===== src/rtl/uart_rx_core.sv =====
// ---------------------------------------------------------------------------
// uart_rx_core
// 8N1 UART receiver, LSB first. There is no external baud tick. Every system
// clock is one oversample tick, and TICKS_PER_BIT clocks make one serial bit.
// The line is aligned to mid-bit on the start edge. Each data bit is then
// sampled once per bit period.
//
// Parameters:
//   TICKS_PER_BIT  clocks per serial bit (even, >= 4)
//   DATA_BITS      data bits per frame; d_out width
//
// Ports:
//   clk        system clock, rising edge
//   rst_n      synchronous active-low reset
//   rx         serial line (idle high), already synchronised
//   d_out      last received byte, held until the next frame completes
//   rx_done    one-clock pulse per completed frame
//   frame_err  (only with UART_RX_FRAME_ERR_EN) stop bit sampled low on the
//              last completed frame
//
// Optional feature macro: UART_RX_FRAME_ERR_EN
// ---------------------------------------------------------------------------
module uart_rx_core #(
  parameter int TICKS_PER_BIT = 16,
  parameter int DATA_BITS     = 8
) (
  input  logic                 clk,
  input  logic                 rst_n,
  input  logic                 rx,
  output logic [DATA_BITS-1:0] d_out,
  output logic                 rx_done
`ifdef UART_RX_FRAME_ERR_EN
  ,
  output logic                 frame_err
`endif
);

  localparam int SW = $clog2(TICKS_PER_BIT);
  localparam int NW = $clog2(DATA_BITS + 2);

  // State codes are fixed so they can be read directly on a debug probe.
  localparam logic [2:0] IDLE    = 3'd0;
  localparam logic [2:0] DESFASO = 3'd1;
  localparam logic [2:0] ESPERO  = 3'd2;
  localparam logic [2:0] RECIBO  = 3'd3;
  localparam logic [2:0] FIN     = 3'd4;

  // ESPERO ends one tick early because RECIBO supplies the last clock of
  // every bit period.
  localparam logic [SW-1:0] S_HALF_LAST = SW'(TICKS_PER_BIT / 2 - 1);
  localparam logic [SW-1:0] S_WAIT_LAST = SW'(TICKS_PER_BIT - 2);
  localparam logic [NW-1:0] N_DATA      = NW'(DATA_BITS);
  localparam logic [NW-1:0] N_STOP      = NW'(DATA_BITS + 1);

  logic [2:0]           state;
  logic [SW-1:0]        s;
  logic [NW-1:0]        n;
  logic [DATA_BITS-1:0] buffer;

  // Single sequential block: the frame state machine, its tick/bit counters,
  // the shift register and the registered outputs.
  always_ff @(posedge clk) begin
    if (!rst_n) begin
      state   <= IDLE;
      s       <= '0;
      n       <= '0;
      buffer  <= '0;
      d_out   <= '0;
      rx_done <= 1'b0;
`ifdef UART_RX_FRAME_ERR_EN
      frame_err <= 1'b0;
`endif
    end else begin
      rx_done <= 1'b0;
      case (state)
        IDLE: begin
          s <= '0;
          n <= '0;
          if (!rx) state <= DESFASO;
        end

        // Half a bit period moves the sampling point to the bit centres.
        // The start bit is deliberately not re-checked here.
        DESFASO: begin
          if (s == S_HALF_LAST) begin
            s     <= '0;
            state <= ESPERO;
          end else begin
            s <= s + SW'(1);
          end
        end

        // n selects what follows the wait. It is either another data bit,
        // the stop-bit centre, or the end of the stop bit.
        ESPERO: begin
          if (s == S_WAIT_LAST) begin
            s <= '0;
            if (n < N_DATA) begin
              state <= RECIBO;
            end else if (n == N_DATA) begin
              state   <= FIN;
              d_out   <= buffer;
              rx_done <= 1'b1;
`ifdef UART_RX_FRAME_ERR_EN
              frame_err <= ~rx;
`endif
            end else begin
              state <= IDLE;
            end
          end else begin
            s <= s + SW'(1);
          end
        end

        // Bits arrive LSB first, so they shift in from the top.
        RECIBO: begin
          buffer <= {rx, buffer[DATA_BITS-1:1]};
          n      <= n + NW'(1);
          state  <= ESPERO;
        end

        // One more ESPERO pass covers the rest of the stop bit. This stops
        // a new start edge from being seen while the stop bit is still on
        // the line.
        FIN: begin
          n     <= N_STOP;
          state <= ESPERO;
        end

        default: state <= IDLE;
      endcase
    end
  end

endmodule


===== config.mk =====
export PLATFORM = sky130hd
export DESIGN_NAME = uart_rx_core
export DESIGN_NICKNAME = d
export VERILOG_FILES = /design/src/rtl/uart_rx_core.sv
export SDC_FILE = /design/constraint.sdc
export NUM_CORES = 1
export LEC_CHECK = 0
export BUFFER_PORTS_ARGS = -buffer_cell sky130_fd_sc_hd__buf_2
export CAP_MARGIN = 5
export CORE_MARGIN = 1
export CORE_UTILIZATION = 25
export CTS_CLUSTER_SIZE = 28
export DETAILED_ROUTE_END_ITERATION = 8
export GPL_TIMING_DRIVEN = 0
export PLACE_DENSITY_LB_ADDON = 0.08
export REMOVE_ABC_BUFFERS = 1
export SLEW_MARGIN = 20
export SYNTH_ARGS = -nofsm -noshare
export SYNTH_HDL_FRONTEND = slang
export SYNTH_SLANG_ARGS = --single-unit

===== constraint.sdc =====
create_clock -name clk -period 2.2 [get_ports clk]
set_clock_uncertainty 0.05 [all_clocks]
set_input_delay 0.22 -clock clk [delete_from_list [all_inputs] [get_ports clk]]
set_output_delay 0.22 -clock clk [all_outputs]
set_load 0.05 [all_outputs]

# --- Word-level counts from Yosys, hierarchy flattened ---
# Cells that the tools add are included.
totals:
  regBits: 28
  input_bits: 3
  out_inout_bits: 9
  word_cells: 41
classes:
  add_sub_neg: 2
  order_cmp: 1
  n_eq_ne: 10
  muxes: 11
  n_bitwise: 4
  reduce_logical: 7
ops:
  columns: ["op", "n"]
  rows:
  - ["$pmux 4 s3", 2]
  - ["$mux 3", 5]
  - ["$pmux 3 s4", 1]
  - ["$add 4x1->4 const B", 2]
  - ["$eq 4x4->1 const B", 2]
  - ["$mux 4", 2]
  - ["$eq 3x2->1 const B", 2]
  - ["$ne 2x2->1 const B", 3]
  - ["$reduce_bool 3->1", 2]
  - ["$eq 4x3->1 const B", 1]
  - ["$lt 4x4->1 const B", 1]
  - ["$not 1->1", 4]
  - ["$reduce_and 4->1", 1]
  - ["$reduce_or 4->1", 1]
  - ["$eq 3x1->1 const B", 1]
  - ["$eq 3x3->1 const B", 1]
  - ["$logic_not 3->1", 1]
  - ["$reduce_and 3->1", 1]
  - ["$reduce_or 2->1", 1]
  - ["$mux 1", 1]

# --- Longest topological paths before layout ---
# Gate-level depths: netlist of the first run.
depth:
  ltp_word: 5
  depth_mapped: 7
  mapped_depth_nobuf: 6

# --- Worst setup path after synthesis of the first run ---
# OpenSTA, ideal clock, no wires.
synth_timing:
  path_type: "register -> register"
  start: "register n[3]"
  end: "register d_out[3]"
  t_arrival_ps: 1429
  required_time_ps: 2026
  setup_slack_ps: 597
  stages_incl_launch_ff: 6
  path_buffers: 1
  period_less_slack_ps: 1603
  cell_sequence: "dfxtp_1 > or3b_1 > nor4b_2 > buf_6 > mux2i_1 > nor2_1"
synth_between:
  elab_chain_len: 3
  word_cells_on_any_way: 4
  classes_between: "1 x order compare; 1 x eq/ne; 1 x bitwise; 1 x reduce/logical"
synth_lines:
  columns: ["element", "line_no", "source"]
  rows:
  - ["start, declared", "57", "logic [NW-1:0] n;"]
  - ["start signal, assigned", "118", "n <= n + NW'(1);"]
  - ["$lt 4x4->1", "98", "if (n < N_DATA) begin"]
  - ["$not 1->1 (no line)", null, null]
  - ["$reduce_and 4->1 (no line) *", null, null]
  - ["end signal, assigned", "102", "d_out <= buffer;"]
  - ["end, declared", "30", "output logic [DATA_BITS-1:0] d_out,"]
# Every way passes the cells marked *; elsewhere a longest branch is shown, timed or not.
# A chain may end at the register's enable or synchronous reset.

# --- Final worst setup path of the first run ---
layout_timing:
  start: "register state[0]"
  end: "register d_out[3]"
layout_between:
  elab_chain_len: 2
layout_lines:
  columns: ["element", "line_no", "source"]
  rows:
  - ["start, declared", "55", "logic [2:0] state;"]
  - ["start signal, assigned", "64", "state <= IDLE;"]
  - ["start signal, assigned", "79", "if (!rx) state <= DESFASO;"]
  - ["start signal, assigned", "87", "state <= ESPERO;"]
  - ["$eq 3x2->1", "75", "case (state)"]
  - ["$reduce_and 4->1 (no line)", null, null]
# Every way passes these cells.

==> impl_metrics.env, run 1 <==
export IMPL_outcome="finished clean"
export IMPL_fillers=546
export IMPL_cts_resized_gates=0
export IMPL_synth_area_leader_cell="dfxtp_1"
export IMPL_hold_viol=0
export IMPL_wl_per_cell_um=12.0
export IMPL_dr_pass1_iters=4
export IMPL_yosysMostFrequentCell="dfxtp_1"
export IMPL_yosys_warnings=0
export IMPL_die_x_um=74.2
export IMPL_ir_drop_mv=0.230
export IMPL_fmax_mhz=526
export IMPL_cp_max_fo=20
export IMPL_period_minus_slack_ps=1900
export IMPL_synth_top_flop_cell="dfxtp_1"
export IMPL_min_from="rst_n"
export IMPL_cts_made_buffers=3
export IMPL_place_gp_congestion=0.746
export IMPL_async_flop_share_pct=0
export IMPL_fp_dieH_um=74.2
export IMPL_power_switching_w=0.000415
export IMPL_crit_start="state[0]"
export IMPL_synth_edf_count=0
export IMPL_gr_total_overflow=0
export IMPL_worst_slew_pin_transition_ps=783
export IMPL_crit_path_end_kind="flop"
export IMPL_power_density_nw_per_um2=883
export IMPL_slew_headroom_pct=47.7
export IMPL_crit_chain="or3b_1 -> nor4b_4 -> buf_4 -> mux2i_1 -> nor2_1"
export IMPL_dpl_hpwl_um=1770
export IMPL_fp_dieArea_um2=5510
export IMPL_area_delta_synth_final_pct=14.0
export IMPL_ys_seq_area_share_pct=43.0
export IMPL_clk_latency_ps=270
export IMPL_maxCapViolations=0
export IMPL_io_buffers=11
export IMPL_finalSetupViolCount=0
export IMPL_drc=0
export IMPL_drt_total_wl_um=2610
export IMPL_initial_core_util_pct=26.7
export IMPL_synth_area_leaders="dfxtp_1 43%, mux2i_1 13%, nor2_1 7.5%"
export IMPL_min_period_over_period_pct=86.5
export IMPL_fp_coreArea_um2=4880
export IMPL_ys_top_cells_by_count="28 x dfxtp_1, 26 x nor2_1, 17 x mux2i_1"
export IMPL_final_layout_size_suffix_gt1_share_pct=14.0
export IMPL_ys_ff_latch=28
export IMPL_cp_required_ps=2290
export IMPL_ios=12
export IMPL_ant_nets=0
export IMPL_post_place_ws_ps=-43.7
export IMPL_crit_arrival_ps=1990
export IMPL_avgSynthCellArea_um2=9.25
export IMPL_intPower_w=0.000897
export IMPL_grt_usage_pct=10.9
export IMPL_vias=985
export IMPL_p_clk_share_pct=31.1
export IMPL_p_seq_share_pct=49.0
export IMPL_grt_antenna_before_repair=0
export IMPL_cts_max_path_buffers=2
export IMPL_h_tree_depth=1
export IMPL_pwr_share_comb_pct=19.9
export IMPL_cp_slowest_cell="dfxtp_1"
export IMPL_cts_sinks=28
export IMPL_final_nets=158
export IMPL_reg2reg_from="state[0]"
export IMPL_worstSetupPathType="reg -> reg"
export IMPL_postLayoutCellArea_um2=1490
export IMPL_grt_pass1_wl_um=4590
export IMPL_grt_pass1_vias=905
export IMPL_startpoint_type="flop"
export IMPL_diodes=0
export IMPL_tns_ps=0
export IMPL_postLayoutSetupSlackWorst_ps=298
export IMPL_grt_start_max_net_pins=25
export IMPL_leakage_nw=0.605
export IMPL_p_sw_share_pct=31.6
export IMPL_slowest_delay_ps=520
export IMPL_synth_cells=141
export IMPL_syn_area_um2=1300
export IMPL_yosysTopAreaCellShare_pct=43.0
export IMPL_vias_per_cell=4.54
export IMPL_final_max_slew_viol_count=0
export IMPL_dpl_cell_area_um2=1400
export IMPL_cts_hold_buf=0
export IMPL_std_cell_rows=25
export IMPL_dp_cells=211
export IMPL_fin_cells=217
export IMPL_dr_first_iter_drc_count=52
export IMPL_path_clk_slew_ps=100
export IMPL_hold_class="in -> reg"
export IMPL_rsz0062_at_grt="no"
export IMPL_cts_root_buf="clkbuf_8"
export IMPL_cts_tree="done"
export IMPL_ys_types=38
==> worst paths after layout <==
kind | endpoint | slack (ps) | depth (start not counted)
max | d_out[3] | 300 | 5
min | state[0] | 170 | 2
max reg2reg | d_out[3] | 300 | 5
min reg2reg | d_out[2] | 450 | 2
==> power by group through the flow <==
stage | Sequential [W] | Clock (W) | Combinational [W]
after global placement | 0.000651 | 0 | 0.000255
after floorplan | 0.000621 | 0 | 0.000208
after CTS | 0.000640 | 0.000425 | 0.000263
after global routing | 0.000658 | 0.000444 | 0.000295
after detailed placement | 0.000652 | 0 | 0.000263
final | 0.000643 | 0.000408 | 0.000261
==> critical path, delay by kind of cell (launching register included) <==
family,cells,cell delay [ps]
flops,1,520
buf+inv,1,190
mux,1,190
simple gates,3,810
==> state kept, by name, summed over array words and instances, names as in the netlist <==
| name | count |
|---|---|
| s | 4 |
| rx_done | 1 |
| state | 3 |
| d_out | 8 |
| buffer | 8 |
| n | 4 |
==> logic make-up (layout without fill, tap and decap cells) <==
group / after synthesis / in the layout / share of synthesized area, %
buffers and inverters: 15 / 24 / 5.95
AND/OR/NAND/NOR: 53 / 53 / 21.4
adder cells (fa/ha/maj): 4 / 4 / 3.84
flip-flops: 28 / 28 / 43.0
XOR/XNOR: 1 / 1 / 0.672
AO/OA/AOI/OAI: 23 / 23 / 12.1
multiplexers: 17 / 17 / 13.1
==> layer usage <==
layer	GRT usage, %	vias up	share of wire (%)
met5	0	-	0
met4	3.77	0	0.65
li1	-	513	-
met1	15.7	465	54
met3	1.63	2	1.5
met2	16.5	5	44
==> metrics by stage <==
stage | hold slack [ps] | total power [W] | util (%)
floorplan | 308 | 0.000829 | -
global placement | 422 | 0.000906 | 28.5
detailed placement | 431 | 0.000915 | 28.7
CTS | 157 | 0.00133 | 30.5
global route | 173 | 0.00140 | 30.5
finish | 166 | 0.00131 | 30.5
==> cell usage in the layout, fill, tap and decap left out, drive strengths merged, types with 2 or more instances in the layout <==
cell type	n
buf	13
ha	4
o221a	2
a21oi	5
a32oi	2
nand3b	3
nand2	3
nand3	7
nor4b	2
nor3	3
mux2i	17
a31oi	3
o21ai	5
nor2b	2
dfxtp	28
inv	7
clkbuf	3
nor2	26
==> area by class of cell <==
type / count / area [um2] / area share, %
Sequential cell: 28 / 561 / 37.7
Multi-Input combinational cell: 98 / 674 / 45.4
Inverter: 7 / 26.3 / 1.77
Tap cell: 67 / 83.8 / 5.64
Timing Repair Buffer: 13 / 70.1 / 4.71
Clock buffer: 3 / 41.3 / 2.78
Clock inverter: 1 / 30.0 / 2.02
==> what timing repair did <==
| item | 4_1_cts | 5_1_grt |
|---|---|---|
| endpoints found under the hold margin | 0 | 0 |
| setup buffers | 2 | 0 |
| setup endpoints to repair | 8 | 0 |
Power figures use the tool's default switching activity.
==> run 2, diff against run 1 <==
- TNS_END_PERCENT: unset -> 20
- clock period: 2.2 -> 1.6 ns (I/O delays scaled with it)
==> impl_metrics.env, run 2 (synthesis gave the netlist of run 1 again) <==
export IMPL_path_clk_slew_ps=100
export IMPL_outcome="finished with violations"
export IMPL_reg_top3="buffer (8), d_out (8)"
export IMPL_vias=1018
export IMPL_std_cell_rows=25
export IMPL_diodes=0
export IMPL_maxCapViolations=0
export IMPL_final_nets=163
export IMPL_grt_pass1_vias=960
export IMPL_die_x_um=74.2
export IMPL_grt_usage_pct=11.4
export IMPL_grt_pass1_wl_um=4820
export IMPL_power_total_w=0.00192
export IMPL_area_delta_synth_final_pct=20.3
export IMPL_cts_max_path_buffers=2
export IMPL_rsz0062_at_grt="yes"
export IMPL_cp_top_family="simple AND/OR/NAND/NOR gates"
export IMPL_fmax_mhz=620
export IMPL_violations="negative setup slack"
export IMPL_post_place_ws_ps=-644
export IMPL_postLayoutSetupSlackWorst_ps=-12.2
export IMPL_hold_viol=0
export IMPL_hold_slack_ps=99.0
export IMPL_crit_path_end_kind="flop"
export IMPL_gr_total_overflow=0
export IMPL_dp_cells=211
export IMPL_hold_end="state[0]"
export IMPL_power_density_nw_per_um2=1220
export IMPL_worst_r2r_cell_count=5
export IMPL_cts_tree="done"
export IMPL_final_layout_size_suffix_gt1_share_pct=24.5
export IMPL_wl_per_cell_um=12.5
export IMPL_hold_class="in -> reg"
export IMPL_cp_slowest_cell="or3b_4"
export IMPL_grt_start_max_net_pins=25
export IMPL_fp_coreArea_um2=4880
export IMPL_grt_antenna_before_repair=0
export IMPL_dr_first_iter_drc_count=48
export IMPL_ios=12
export IMPL_most_common_layout_cells="26 x nor2_1, 21 x dfxtp_1, 17 x mux2i_1, 12 x buf_2"
export IMPL_layout_commonest_cell="nor2_1"
export IMPL_slowest_delay_ps=410
export IMPL_crit_chain="or3b_4 -> nor4b_4 -> buf_4 -> mux2i_1 -> nor2_1"
export IMPL_h_tree_depth=1
export IMPL_place_gp_congestion=0.746
export IMPL_crit_cells=5
export IMPL_initial_core_util_pct=26.7
export IMPL_cts_root_buf="clkbuf_8"
export IMPL_reg2reg_slack_ps=-10
export IMPL_fin_cells=222
export IMPL_dr_pass1_iters=4
export IMPL_startpoint_type="flop"
export IMPL_min_from="rst_n"
export IMPL_worstSetupPathType="reg -> reg"
export IMPL_fp_dieH_um=74.2
export IMPL_io_buffers=11
export IMPL_min_period_over_period_pct=101
export IMPL_cts_sinks=28
export IMPL_drc=0
export IMPL_finish_utilization_pct=32.2
export IMPL_finalSetupViolCount=6
export IMPL_fp_dieArea_um2=5510
export IMPL_drt_total_wl_um=2770
export IMPL_clk_latency_ps=270
export IMPL_worst_slew_pin_transition_ps=753
export IMPL_final_max_slew_viol_count=0
export IMPL_period_minus_slack_ps=1610
export IMPL_cp_required_ps=1700
export IMPL_r2r_end="d_out[3]"
export IMPL_slew_headroom_pct=49.7
export IMPL_reg2reg_from="n[2]"
export IMPL_crit_arrival_ps=1710
export IMPL_ant_nets=0
export IMPL_dpl_hpwl_um=1770
export IMPL_cts_made_buffers=3
export IMPL_cts_hold_buf=0
export IMPL_cp_max_fo=4
export IMPL_whs_path_depth=2
export IMPL_vias_per_cell=4.59
export IMPL_ir_drop_mv=0.319
export IMPL_leakage_nw=0.643
export IMPL_cp_buffers_inverters=1
==> run 2: changes by cell type in the layout (fill, tap and decap cells not counted), sizes merged <==
cell  before  now
buf       13   18
==> run 2: layout make-up <==
| type | instances | area, um2 |
|---|---|---|
| multi-input combinational | 98 | 703 |
| clock buffer | 3 | 41.3 |
| clock inverter | 1 | 30.0 |
| tap | 67 | 83.8 |
| sequential | 28 | 579 |
| inverter | 7 | 26.3 |
| timing repair buffer | 18 | 105 |
| fill | 533 | 3310 |
==> run 2: per-layer routing <==
| metal | track usage, % | part of all wire, % |
|---|---|---|
| met1 | 16.5 | 54 |
| met2 | 17.2 | 44 |
| met3 | 1.76 | 1.5 |
| met4 | 3.98 | 0.61 |
| met5 | 0 | 0 |
==> run 2: worst max path at each step <==
stage              from  endpoint  slack (ps)
2_1_floorplan  state[0]  d_out[0]        -550
3_3_place_gp   state[0]  d_out[6]        -960
3_5_place_dp   state[0]  d_out[6]        -640
4_1_cts            n[2]  d_out[3]         -20
5_1_grt            n[2]  d_out[0]        -120
6_report           n[2]  d_out[3]         -10
==> run 2: metrics by stage <==
step / TNS (ps) / area (um2)
2_1_floorplan: -4380 / 1250
3_5_place_dp: -7200 / 1400
6_report: -41.1 / 1570
5_1_grt: -798 / 1570
4_1_cts: -98.2 / 1560
3_3_place_gp: -9660 / 1390
==> run 2: what timing repair did <==
| item | in CTS | in global routing |
|---|---|---|
| cloned | 0 | 0 |
| pin swaps | 2 | 1 |
| setup buffers | 7 | 0 |
| resized for setup | 16 | 2 |
| setup endpoints to repair | 21 | 11 |
==> run 2: power by group <==
group | internal (W) | leakage [nW] | switching, W | total [W]
logic | 0.000216 | 0.377 | 0.000296 | 0.000512
registers | 0.000756 | 0.230 | 0.0000867 | 0.000842
clock network | 0.000335 | 0.0357 | 0.000228 | 0.000563
==> run 3, diff against run 2 <==
- GPL_TIMING_DRIVEN: 0 -> unset
==> impl_metrics.env, run 3 (synthesis gave the netlist of run 1 again) <==
export IMPL_crit_chain="or3b_4 -> nor4b_2 -> buf_4 -> mux2i_1 -> nor2_1"
export IMPL_crit_path_end_kind="flop"
export IMPL_dr_first_iter_drc_count=25
export IMPL_diodes=0
export IMPL_final_max_slew_viol_count=0
export IMPL_startpoint_type="flop"
export IMPL_drt_total_wl_um=2960
export IMPL_cts_sinks=28
export IMPL_final_nets=170
export IMPL_clk_latency_ps=270
export IMPL_dpl_cell_area_um2=1500
export IMPL_cp_required_ps=1720
export IMPL_fmax_mhz=632
export IMPL_post_place_ws_ps=-29.0
export IMPL_grt_antenna_before_repair=0
export IMPL_dpl_hpwl_um=2020
export IMPL_area_delta_synth_final_pct=21.7
export IMPL_p_clk_share_pct=23.9
export IMPL_gr_total_overflow=0
export IMPL_fp_dieArea_um2=5510
export IMPL_crit_arrival_ps=1700
export IMPL_period_minus_slack_ps=1580
export IMPL_ios=12
export IMPL_pwr_share_comb_pct=33.9
export IMPL_reg_top3="buffer (8), d_out (8)"
export IMPL_die_x_um=74.2
export IMPL_postLayoutSetupSlackWorst_ps=18.3
export IMPL_io_buffers=11
export IMPL_p_seq_share_pct=42.2
export IMPL_vias=1046
export IMPL_grt_start_max_net_pins=25
export IMPL_std_cell_rows=25
export IMPL_maxCapViolations=0
export IMPL_most_common_layout_cells="26 x nor2_1, 25 x dfxtp_1, 17 x mux2i_1, 13 x buf_4, 11 x buf_2"
export IMPL_worstSetupPathType="reg -> reg"
export IMPL_dr_pass1_iters=4
export IMPL_ant_nets=0
export IMPL_rsz0062_at_grt="yes"
export IMPL_hold_class="in -> reg"
export IMPL_slowest_delay_ps=400
export IMPL_min_period_over_period_pct=98.9
export IMPL_wl_per_cell_um=12.9
export IMPL_cts_made_buffers=3
export IMPL_slew_headroom_pct=78.3
export IMPL_p_sw_share_pct=32.7
export IMPL_cp_max_fo=8
export IMPL_finish_utilization_pct=32.5
export IMPL_grt_pass1_vias=956
export IMPL_cts_max_path_buffers=2
export IMPL_drc=0
export IMPL_grt_usage_pct=11.8
export IMPL_fp_dieH_um=74.2
export IMPL_ir_drop_mv=0.429
export IMPL_fp_coreArea_um2=4880
export IMPL_postLayoutCellArea_um2=1590
export IMPL_h_tree_depth=1
export IMPL_power_density_nw_per_um2=1170
export IMPL_leakage_nw=0.658
export IMPL_outcome="finished clean"
export IMPL_worst_slew_pin_transition_ps=321
export IMPL_finalSetupViolCount=0
export IMPL_intPower_w=0.00125
export IMPL_cts_hold_buf=0
export IMPL_power_switching_w=0.000607
export IMPL_cts_tree="done"
export IMPL_final_layout_size_suffix_gt1_share_pct=24.7
export IMPL_grt_pass1_wl_um=4880
export IMPL_fin_cells=229
export IMPL_layout_commonest_cell="nor2_1"
export IMPL_dp_cells=224
export IMPL_hold_slack_ps=108
export IMPL_cts_root_buf="clkbuf_8"
export IMPL_initial_core_util_pct=26.7
export IMPL_vias_per_cell=4.57
export IMPL_path_clk_slew_ps=100
export IMPL_hold_viol=0
export IMPL_fillers=534
export IMPL_cp_slowest_cell="or3b_4"
export IMPL_place_gp_congestion=0.722
==> run 3: repair_timing <==
action / 4_1_cts / 5_1_grt
setup endpoints to repair: 8 / 12
buffers inserted: 1 / 0
pin swaps: 1 / 1
gates resized for setup: 3 / 5
endpoints found under the hold margin: 0 / 0
==> run 3: path summary, 6_finish.rpt <==
path,from,to,slack [ps],cells past startpoint
worst max-delay path,state[0],d_out[7],20,5
worst min-delay path,rst_n,rx_done,110,3
worst max register to register,state[0],d_out[7],20,5
worst min register to register,d_out[5],d_out[5],450,2
==> run 3: critical path, delay by kind of cell (launching register included) <==
family | cells | cell delay [ps]
flops | 1 | 320
simple gates | 3 | 660
buf+inv | 1 | 240
mux | 1 | 200
==> run 3: layout make-up <==
| class | count | area, um2 | share of cell area [%] |
|---|---|---|---|
| multi-input combinational | 98 | 684 | 43.1 |
| inverter | 7 | 26.3 | 1.66 |
| sequential | 28 | 564 | 35.6 |
| clock buffer | 4 | 55.1 | 3.47 |
| tap | 67 | 83.8 | 5.28 |
| timing repair buffer | 25 | 173 | 10.9 |
==> run 3: power by group through the flow <==
stage	Combinational (W)	Sequential (W)	Clock [W]
2_1_floorplan	0.000286	0.000854	0
3_3_place_gp	0.000614	0.000793	0
3_5_place_dp	0.000607	0.000796	0
4_1_cts	0.000611	0.000780	0.000469
5_1_grt	0.000693	0.000791	0.000495
6_report	0.000630	0.000784	0.000444
==> run 3: per-layer routing <==
metal | share of wire (%) | vias up | global-route usage (%)
met5 | 0 | - | 0
met2 | 45 | 16 | 18.3
li1 | - | 537 | -
met1 | 51 | 489 | 15.7
met3 | 2.5 | 4 | 3.25
met4 | 1.4 | 0 | 4.61
==> run 3: stage by stage <==
step                      setup TNS (ps)  power [W]
after global placement             -67.3    0.00141
after floorplan                    -4380    0.00114
after CTS                              0    0.00186
after global routing                -431    0.00198
final                                  0    0.00186
after detailed placement           -83.6    0.00140
